**config.mk**
```make
export PLATFORM = sky130hd
export DESIGN_NAME = button_debouncer
export DESIGN_NICKNAME = d
export VERILOG_FILES = /design/src/rtl/button_debouncer_pkg.sv /design/src/rtl/sync_2ff.sv /design/src/rtl/button_debouncer.sv
export SDC_FILE = /design/constraint.sdc
export NUM_CORES = 1
export LEC_CHECK = 0
export BUFFER_PORTS_ARGS = -buffer_cell sky130_fd_sc_hd__clkbuf_2
export CAP_MARGIN = 20
export CORE_ASPECT_RATIO = 0.8
export CORE_MARGIN = 8
export CORE_UTILIZATION = 30
export DETAILED_ROUTE_END_ITERATION = 12
export HOLD_SLACK_MARGIN = 0.1
export PLACE_DENSITY = 0.51
export SYNTH_ARGS = -nofsm -noshare
export SYNTH_HDL_FRONTEND = slang
export SYNTH_SLANG_ARGS = --single-unit
```
**constraint.sdc**
```tcl
create_clock -name clk -period 5.1 [get_ports clk]
set_clock_uncertainty 0.2 [all_clocks]
set_input_delay 0.255 -clock clk [delete_from_list [all_inputs] [get_ports clk]]
set_output_delay 0.255 -clock clk [all_outputs]
set_load 0.01 [all_outputs]
```
**src/rtl/button_debouncer_pkg.sv**
```systemverilog
// rtl/button_debouncer_pkg.sv - shared types and constants for the button debouncer
package button_debouncer_pkg;

    typedef enum logic [1:0] {
        RELEASED,
        PRESS_PENDING,
        PRESSED,
        RELEASE_PENDING
    } dbnc_state_t;

    localparam int DEFAULT_STABLE_CYCLES = 500000;
    localparam int SYNC_STAGES           = 2;

endpackage

```
**src/rtl/sync_2ff.sv**
```systemverilog
// rtl/sync_2ff.sv - flop-chain synchroniser for one asynchronous input bit
module sync_2ff
    import button_debouncer_pkg::*;
#(
    parameter logic RESET_VAL = 1'b0
) (
    input  logic i_clk,
    input  logic i_rst,
    input  logic i_d,
    output logic o_q
);

    logic [SYNC_STAGES-1:0] r_chain;

    // Reset to the idle pin level so leaving reset never looks like an edge
    always_ff @(posedge i_clk or posedge i_rst) begin
        if (i_rst) begin
            r_chain <= {SYNC_STAGES{RESET_VAL}};
        end else begin
            r_chain <= {r_chain[SYNC_STAGES-2:0], i_d};
        end
    end

    assign o_q = r_chain[SYNC_STAGES-1];

endmodule

```
**src/rtl/button_debouncer.sv**
```systemverilog
// rtl/button_debouncer.sv - debounced level plus press/release strobes from a bouncy button
module button_debouncer
    import button_debouncer_pkg::*;
#(
    parameter int STABLE_CYCLES = DEFAULT_STABLE_CYCLES,
    parameter bit ACTIVE_LOW    = 1'b1
) (
    input  logic clk,
    input  logic rst_async,
    input  logic btn_raw,
    output logic btn_level,
    output logic press_pulse,
    output logic release_pulse
);

    localparam int CNT_W = $clog2(STABLE_CYCLES + 1);

    generate
        if (STABLE_CYCLES < 2) begin : g_bad_stable_cycles
            $error("button_debouncer: STABLE_CYCLES must be >= 2");
        end
    endgenerate

    logic        w_sync;
    logic        w_s;
    dbnc_state_t r_state, w_state_nxt;
    logic [CNT_W-1:0] r_cnt, w_cnt_nxt;
    logic        r_level, w_level_nxt;
    logic        r_press, w_press_nxt;
    logic        r_release, w_release_nxt;
    logic        w_last;

    sync_2ff #(
        .RESET_VAL (logic'(ACTIVE_LOW))
    ) u_sync (
        .i_clk (clk),
        .i_rst (rst_async),
        .i_d   (btn_raw),
        .o_q   (w_sync)
    );

    assign w_s    = w_sync ^ ACTIVE_LOW;
    assign w_last = (r_cnt == CNT_W'(STABLE_CYCLES - 1));

    always_ff @(posedge clk or posedge rst_async) begin
        if (rst_async) begin
            r_state   <= RELEASED;
            r_cnt     <= '0;
            r_level   <= 1'b0;
            r_press   <= 1'b0;
            r_release <= 1'b0;
        end else begin
            r_state   <= w_state_nxt;
            r_cnt     <= w_cnt_nxt;
            r_level   <= w_level_nxt;
            r_press   <= w_press_nxt;
            r_release <= w_release_nxt;
        end
    end

    always_comb begin
        w_state_nxt   = r_state;
        w_cnt_nxt     = '0;
        w_level_nxt   = r_level;
        w_press_nxt   = 1'b0;
        w_release_nxt = 1'b0;
        case (r_state)
            RELEASED: begin
                if (w_s) begin
                    w_state_nxt = PRESS_PENDING;
                    w_cnt_nxt   = CNT_W'(1);
                end
            end
            PRESS_PENDING: begin
                if (!w_s) begin
                    w_state_nxt = RELEASED;
                end else if (w_last) begin
                    w_state_nxt = PRESSED;
                    w_level_nxt = 1'b1;
                    w_press_nxt = 1'b1;
                end else begin
                    w_cnt_nxt = r_cnt + CNT_W'(1);
                end
            end
            PRESSED: begin
                if (!w_s) begin
                    w_state_nxt = RELEASE_PENDING;
                    w_cnt_nxt   = CNT_W'(1);
                end
            end
            RELEASE_PENDING: begin
                if (w_s) begin
                    w_state_nxt = PRESSED;
                end else if (w_last) begin
                    w_state_nxt   = RELEASED;
                    w_level_nxt   = 1'b0;
                    w_release_nxt = 1'b1;
                end else begin
                    w_cnt_nxt = r_cnt + CNT_W'(1);
                end
            end
            default: w_state_nxt = RELEASED;
        endcase
    end

    assign btn_level     = r_level;
    assign press_pulse   = r_press;
    assign release_pulse = r_release;

endmodule

```
==> results.sh <==
export IMPL_tightest_slew_ps=663.8
export IMPL_setup_violations_final=0
export IMPL_cts_resized=0
export IMPL_synth_simple_area_share_pct=25.10
export IMPL_placed_area_mm2=0.001295
export IMPL_rows=20
export IMPL_syn_area_mm2=0.001216
export IMPL_cts_buffer_depth=2
export IMPL_cts_setup_buffers=0
export IMPL_rsz0062_at_grt="false"
export IMPL_path_buf_inv=0
export IMPL_tritoncts="done"
export IMPL_fin_crit_sh_pct=43.53
export IMPL_p_leak_uw=0.0005865
export IMPL_clock_sinks=26
export IMPL_synth_fa_ha_area_share_pct=1.029
export IMPL_synth_largest_area_cell="dfrtp_1"
export IMPL_start_util_pct=31.56
export IMPL_cts_root_buffer="clkbuf_8"
export IMPL_synth_compound_area_share_pct=5.556
export IMPL_htreeDepth=1
export IMPL_ir_drop_v=0.0001466
export IMPL_hold_class="flop to flop"
export IMPL_yosys_warnings=0
export IMPL_slew_limit_headroom_pct=55.34
export IMPL_dieArea_mm2=0.006360
export IMPL_crit_top_cell="and4_1"
export IMPL_synth_top_family_by_area="simple AND/OR/NAND/NOR gates"
export IMPL_drt_iter0_drc=64
export IMPL_criticalPathCategory="flop to flop"
export IMPL_cp_top_family="simple AND/OR/NAND/NOR gates"
export IMPL_p_per_area_mw_per_mm2=253.6
export IMPL_place_ws_ps=2901
export IMPL_hold_violations=0
export IMPL_cp_max_fo=18
export IMPL_ctsHoldBuffers=2
export IMPL_syn_inst=118
export IMPL_grt_start_max_net_pins=27
export IMPL_cp_arrival_ps=2150
export IMPL_routed_wl_mm=2.213
export IMPL_cts_buffers=3
export IMPL_p_total_uw=354.4
export IMPL_post_dp_hpwl_mm=1.558
export IMPL_core_mm2=0.003854
export IMPL_run_status="finished, final reports clean"
export IMPL_antenna_cells=0
export IMPL_avgSynthCellArea_um2=10.31
export IMPL_path_cells="ha_1, and4_1, and4_1, a211o_1, nor2_1"
export IMPL_grtUsageTotal_pct=7.594
export IMPL_critPathCaptureType="flop"
export IMPL_ys_flop_type="dfrtp_1"
export IMPL_routabilityCongestion=0.7587
export IMPL_slowest_delay_ps=520
export IMPL_io_buffers=5
export IMPL_ys_async_sr_fraction_pct=100.0
export IMPL_synth_distinct_cells=28
export IMPL_ant_nets=0
export IMPL_pin_count=6
export IMPL_worstPathRequired_ps=5030
export IMPL_synth_edf_count=0
export IMPL_synth_top_cell_area_share_pct=49.38
export IMPL_grt_pass1_wl_mm=3.884
export IMPL_finalNonFillerCells=182
export IMPL_nNetsFinal=132
export IMPL_die_y_um=72.95
export IMPL_vias=856
export IMPL_finalSetupTns_ps=0
export IMPL_grt_pass1_vias=832
export IMPL_fillers=382
export IMPL_worst_slack_ps=2880
export IMPL_start_kind="flop"
export IMPL_finalMaxSlewViolations=0
export IMPL_synthToLayoutAreaGrowth_pct=14.92
export IMPL_muxShareOfSynthArea_pct=0
export IMPL_die_x_um=87.19
export IMPL_grt_ovfl_total=0
export IMPL_drv_cap=0
export IMPL_synthTopCellsByArea="dfrtp_1, xnor2_1, nor2_1"
export IMPL_grt_antenna_before_repair=0
export IMPL_ys_seq_area_share_pct=53.70
export IMPL_syn_nets=122
export IMPL_drive_gt1_share_pct=11.81
export IMPL_clock_latency_ps=260
export IMPL_drc=0
export IMPL_synth_seq_cells=26
export IMPL_via_per_inst=4.703
export IMPL_dp_cells=175
export IMPL_synth_xor_area_share_pct=11.52
export IMPL_critPathSlowestCell="a211o_1"
export IMPL_fmax_mhz=450.5
export IMPL_avgRoutedWirePerCell_um=12.16
export IMPL_final_cell_area_mm2=0.001398
export IMPL_min_period_ps=2220
export IMPL_dr_pass1_iters=4
export IMPL_clkTransAtPathRegs_ps=90
[layout make-up]
type                       instances  area (um2)  area share [%]
multi-input combinational         83       525.5           37.60
timing repair buffer               8       72.57           5.192
sequential                        26       653.1           46.73
inverter                           6       22.52           1.611
clock buffer                       4       55.05           3.939
tap                               55       68.82           4.924
[synth_stat cells (3+ instances only)]
cell type / number
xor2_1: 7
nand3_1: 6
nor3_1: 4
inv_1: 6
and4_1: 3
nand2_1: 5
a21oi_1: 3
nor4_1: 5
xnor2_1: 9
nor2_1: 20
dfrtp_1: 24
nand4_1: 6
[path summary, 6_finish.rpt]
kind | depth (start not counted) | to | start | slack [ps]
setup / recovery | 5 | r_cnt[3] | r_cnt[0] | 2880
hold / removal | 0 | u_sync.r_chain[1] | u_sync.r_chain[0] | 160
setup reg to reg | 5 | r_cnt[3] | r_cnt[0] | 2880
hold reg to reg | 0 | u_sync.r_chain[1] | u_sync.r_chain[0] | 160
max in group asynchronous | 4 | u_sync.r_chain[0] | rst_async | 4060
min in group asynchronous | 3 | press_pulse | rst_async | 210
[registers in the layout (all words and copies together) (netlist names), named ones only]
signal	count
r_cnt	19
u_sync.r_chain	2
btn_level	1
press_pulse	1
r_state	1
release_pulse	1
[metrics by stage]
stage,util [%],hold WS [ps]
final,36.27,159.9
after floorplan,-,59.48
after detailed placement,33.60,145.4
after CTS,35.55,163.3
after global routing,36.27,164.8
after global placement,33.60,145.3
[cell usage in the layout, fill, tap and decap left out, drive strengths merged, types with 3 or more instances in the layout]
cell type  instances
xnor2              9
clkbuf             9
nor2              20
and4               3
xor2               7
nand2              5
a21oi              3
nand4              7
inv                6
nor4               5
nand3              6
nor3               4
dfrtp             24
[routing by layer]
layer	share of wire (%)	track usage, %	routed length (um)
met1	55	10.83	1210
met2	42	10.65	940
met3	1.2	1.125	27
met4	1.6	3.992	36
met5	0	0	0
[report_power, final]
group	internal, uW	switching (uW)
Sequential	209	2.39
Combinational	5.44	8.47
Clock	68.8	60.4
Total	283	71.3
[cells by family after synthesis]
group,Yosys count
AO/OA/AOI/OAI,10
XOR/XNOR,16
buffers and inverters,9
flip-flops,26
adder cells (fa/ha/maj),1
AND/OR/NAND/NOR,56
Power figures use the tool's default switching activity.
